===== config.mk =====
export PLATFORM = sky130hd
export DESIGN_NAME = clk_gate_ctrl
export DESIGN_NICKNAME = d
export VERILOG_FILES = /design/src/rtl/clk_gate_ctrl.sv
export SDC_FILE = /design/constraint.sdc
export NUM_CORES = 1
export LEC_CHECK = 0
export CORE_MARGIN = 2
export CORE_UTILIZATION = 51
export DETAILED_ROUTE_END_ITERATION = 10
export GPL_ROUTABILITY_DRIVEN = 0
export PLACE_DENSITY_LB_ADDON = 0.3
export SYNTH_ARGS = -nofsm -noshare
export SYNTH_HDL_FRONTEND = slang
export SYNTH_SLANG_ARGS = --single-unit
export TNS_END_PERCENT = 50

===== constraint.sdc =====
create_clock -name clk -period 2.2 [get_ports clk]
set_input_delay 0.55 -clock clk [delete_from_list [all_inputs] [get_ports clk]]
set_output_delay 0.55 -clock clk [all_outputs]
set_load 0.005 [all_outputs]

===== src/rtl/clk_gate_ctrl.sv =====
// Clock-demand scheduler for one gated clock domain: arbitrates requesters and a software
// force-on, sequences the gating cell's active/bypass inputs and grants requesters once clocked.
module clk_gate_ctrl #(
  parameter int NUM_REQ     = 4,
  parameter int WAKE_CYCLES = 3,
  parameter int IDLE_CYCLES = 16,
  parameter int CNT_W       = 8
) (
  input  logic               clk,
  input  logic               rst,
  input  logic [NUM_REQ-1:0] req,
  input  logic               force_on,
  input  logic               bypass_cfg,
  output logic               active,
  output logic               bypass,
  output logic [NUM_REQ-1:0] ack,
  output logic [1:0]         state_o,
  output logic [15:0]        wake_count
);

  typedef enum logic [1:0] {
    S_OFF  = 2'd0,
    S_WAKE = 2'd1,
    S_ON   = 2'd2,
    S_IDLE = 2'd3
  } state_t;

  state_t           state, state_nxt;
  logic [CNT_W-1:0] cnt, cnt_nxt;
  logic             demand;
  logic             turn_on;

  function automatic logic [15:0] sat_inc(input logic [15:0] v);
    return (v == 16'hFFFF) ? v : v + 16'd1;
  endfunction

  assign demand  = (|req) | force_on;
  assign state_o = state;

  always_comb begin
    state_nxt = state;
    cnt_nxt   = cnt;
    turn_on   = 1'b0;
    case (state)
      S_OFF: begin
        if (demand) begin
          turn_on = 1'b1;
          // With bypass requested the clock is already free-running, so no wake-up wait.
          if (bypass_cfg) begin
            state_nxt = S_ON;
          end else begin
            state_nxt = S_WAKE;
            cnt_nxt   = CNT_W'(WAKE_CYCLES);
          end
        end
      end
      S_WAKE: begin
        cnt_nxt = cnt - 1'b1;
        if (cnt == CNT_W'(1)) state_nxt = S_ON;
      end
      S_ON: begin
        if (!demand) begin
          state_nxt = S_IDLE;
          cnt_nxt   = CNT_W'(IDLE_CYCLES);
        end
      end
      S_IDLE: begin
        // Demand returning during the idle hold, even on its last cycle, keeps the clock on.
        if (demand) begin
          state_nxt = S_ON;
        end else if (cnt == CNT_W'(1)) begin
          state_nxt = S_OFF;
          cnt_nxt   = '0;
        end else begin
          cnt_nxt = cnt - 1'b1;
        end
      end
      default: begin
        state_nxt = S_OFF;
        cnt_nxt   = '0;
      end
    endcase
  end

  always_ff @(posedge clk) begin
    if (rst) begin
      state      <= S_OFF;
      cnt        <= '0;
      active     <= 1'b0;
      bypass     <= 1'b0;
      ack        <= '0;
      wake_count <= '0;
    end else begin
      state  <= state_nxt;
      cnt    <= cnt_nxt;
      active <= (state_nxt != S_OFF);
      bypass <= bypass_cfg;
      ack    <= (state_nxt == S_ON) ? req : '0;
      if (turn_on) wake_count <= sat_inc(wake_count);
    end
  end

endmodule


==> flow_summary.ini <==
[status]
run_status = complete, no violations

[yosys]
main_combinational_cell_family_by_area_after_synthesis = simple AND/OR/NAND/NOR gates
synth.cell_area_um2 = 1630
ys_dominant_reg_cell = sky130_fd_sc_hd__dfxtp_1
top_count_cell_post_synth = sky130_fd_sc_hd__dfxtp_1
synth_compound_area_frac = 0.136
post_synth_most_frequent_cells = sky130_fd_sc_hd__dfxtp_1, sky130_fd_sc_hd__nor2_1, sky130_fd_sc_hd__nand2_1
async_flop_share = 0
synth_fp_nets = 207
yosys_warnings = 0
post_synth.cell_area_avg_um2 = 8.32
netlist.top_cell.by_area = sky130_fd_sc_hd__dfxtp_1
synthCells = 196
yosys_register_bits = 32
yosys-mux-area-fraction = 0.00921
synth_xor_area_frac = 0.0752
synth-edff-count = 0
share_of_synthesized_area_occupied_by_flip_flops_and_latches = 0.393
yosys.cell_types.count = 45
yosys-top-cells-area = sky130_fd_sc_hd__dfxtp_1, sky130_fd_sc_hd__nor2_1, sky130_fd_sc_hd__xnor2_1, sky130_fd_sc_hd__nand2_1, sky130_fd_sc_hd__nor4_1
synth_simple_gate_area_share = 0.313
synth_adder_area_share = 0.0230
synth_top_cell_area_share = 0.393

[hold_path]
hold_path_startpoint = cnt[7]
hold_path_end = cnt[7]
hp-class = reg2reg
min_delay_path_depth = 1

[setup_path]
critical_path.cell_chain = clkdlybuf4s50_1
worstPathArrival_ps = 1440
worst-path-buf-inv = 1
critPathCaptureType = output port
reg2regPathDepth = 5
crit_path_max_fanout = 10
r2r_end = wake_count[11]
cp_top_family = buffers and inverters
timing.critical_path.slowest_cell_delay_ps = 570
crit_required_ps = 1650
regToRegStartpoint = wake_count[3]
worstSetupStartpointType = register
criticalPathCategory = reg2out
crit_path_top_delay_cell = sky130_fd_sc_hd__clkdlybuf4s50_1
ff2ff_setup_slack_ps = 360

[drt]
firstDrtPassIters = 4
drt_iter0_drc = 83
routed-via-count = 1551
drcViolationCount = 0
avgViaCountPerCell = 5.52
drt_wl_total_um = 3780
final_antenna_net_count = 0
route.detailed.wl_per_inst_um = 13.5

[sta]
slew_violations = 0
tns_setup_ps = 0
slew-limit-headroom = 0.714
fin_crit_sh = 0.905
fmax_mhz = 502
largest_clock_skew_in_the_final_design_ps = 6.50
period_needed_ps = 1990
hold_violations = 0
timing_worst_slew_pin_value_ps = 425
unrepaired_setup_endpoints_after_global_routing = no
setup-violations-final = 0
timing.final.ws_setup_ps = 208

[cts]
tritoncts_clock_tree = done
cts_hold_buf = 0
clock_latency_at_the_later_pin_of_the_worst_skew_pair_ps = 330
cts-buffers-inserted = 5
numClockSinks = 32
postCtsSetupRepairBufs = 0
htree_depth = 2
worst_setup_hold_path_clk_slew_ps = 90
ctsRootBufferMaster = sky130_fd_sc_hd__clkbuf_4
maximum_buffer_depth_of_the_clock_tree = 2

[placed_design]
placed_cell_area_um2 = 2030
dpl.hpwl_um = 2830
port-buffer-count = 31
place_worst_setup_slack_ps = -141

[layout]
final-seq-area_um2 = 641
antenna_cells = 0
finalCoreUtilization = 0.680
finalNetCount = 248
area_growth_pct = 27.3
multi_input_comb_area_um2 = 907
filler_cell_count = 271
design_area_um2 = 2080
layout-drive-gt1-share = 0.118

[power_and_ir_drop]
totalPowerFinal_mw = 1.23
p_per_area_nw_per_um2 = 590
power.static_leakage_nw = 0.778
worst_ir_drop_vdd_uv = 490

[global_route]
grt_pass1_wl_um = 6510
grt_antenna_before_repair = 0
gr-usage-all-layers = 0.237
via_count_of_the_first_global_routing_pass = 1491
largest_net_degree_at_the_start_of_global_routing = 16
grt_overflow = 0

[floorplan]
fp.dieH_um = 60.5
coreArea_um2 = 3050
fp.dieArea_um2 = 3670
initial_utilization = 0.534
design.portCount = 32
row_count = 20
fp.dieW_um = 60.5

[run]
number_of_max_capacitance_violations_reported = 0
## timing repair
| action | 4_1_cts | 5_1_grt |
|---|---|---|
| gates resized for setup | 0 | 1 |
| hold endpoints to repair | 0 | 0 |
| endpoints found under the setup margin | 0 | 3 |
## registers in the layout (all words and copies together) (netlist names)
name / count
state_o: 2
ack: 4
cnt: 8
bypass: 1
wake_count: 16
active: 1
## power breakdown
group / internal [mW] / switching [mW] / leakage [nW]
Clock: 0.117 / 0.187 / 0.0281
Sequential: 0.613 / 0.0382 / 0.261
Combinational: 0.136 / 0.134 / 0.489
Total: 0.866 / 0.359 / 0.778
## area by class of cell
cell class	count	share of cell area
Sequential cell	32	0.309
Inverter	9	0.0163
Multi-Input combinational cell	147	0.437
Clock inverter	1	0.00241
Clock buffer	6	0.0199
Tap cell	44	0.0265
Timing Repair Buffer	42	0.189
## cells in the final DEF, fill, tap and decap left out, types with 2 or more instances in the layout
master and n:
sky130_fd_sc_hd__xnor2_1 11, sky130_fd_sc_hd__ha_1 3, sky130_fd_sc_hd__nand2_1 15, sky130_fd_sc_hd__xor2_1 3
sky130_fd_sc_hd__buf_4 11, sky130_fd_sc_hd__a21oi_1 7, sky130_fd_sc_hd__nor3_1 9, sky130_fd_sc_hd__clkbuf_4 5
sky130_fd_sc_hd__clkdlybuf4s50_1 31, sky130_fd_sc_hd__inv_1 9, sky130_fd_sc_hd__a21o_2 2, sky130_fd_sc_hd__o21ai_0 6
sky130_fd_sc_hd__and3_1 4, sky130_fd_sc_hd__a32o_1 2, sky130_fd_sc_hd__a2bb2oi_1 2, sky130_fd_sc_hd__nor2b_1 3
sky130_fd_sc_hd__nand3_1 9, sky130_fd_sc_hd__nor4_1 8, sky130_fd_sc_hd__nor2_1 28, sky130_fd_sc_hd__and4_1 2
sky130_fd_sc_hd__o22ai_1 2, sky130_fd_sc_hd__nand4_1 6, sky130_fd_sc_hd__nor3b_1 2, sky130_fd_sc_hd__dfxtp_1 32
sky130_fd_sc_hd__and2_1 2
## metal layers
metal / share of wire / GRT usage / vias up
li1: - / - / 780
met4: 0.013 / 0.102 / 0
met5: 0 / 0 / -
met1: 0.46 / 0.295 / 717
met2: 0.47 / 0.384 / 48
met3: 0.055 / 0.0725 / 6
## through the flow
stage	std cells	hold WS (ps)
finish	281	519
global route	281	543
CTS	281	521
detailed placement	274	500
global placement	274	496
floorplan	196	474
## cells by family (layout without fill, tap and decap cells)
group,after synthesis,count (layout)
AOI/OAI and AO/OA,32,32
xor gates and xnor gates,14,14
adders and majority gates,3,3
buffers and inverters,17,58
DFF,32,32
muxes,1,1
and+or+nand+nor,97,97
## how the worst max path moves through the flow
stage	to	startpoint	slack [ps]	cells past startpoint
3_5_place_dp	ack[1]	req[1]	-140	8
4_1_cts	state_o[0]	state_o[0]	190	1
2_1_floorplan	cnt[7]	req[1]	300	6
5_1_grt	wake_count[4]	wake_count[0]	120	7
6_report	state_o[0]	state_o[0]	210	1
3_3_place_gp	wake_count[4]	req[1]	-60	7
Note: power is estimated with default switching activity, not from simulation.
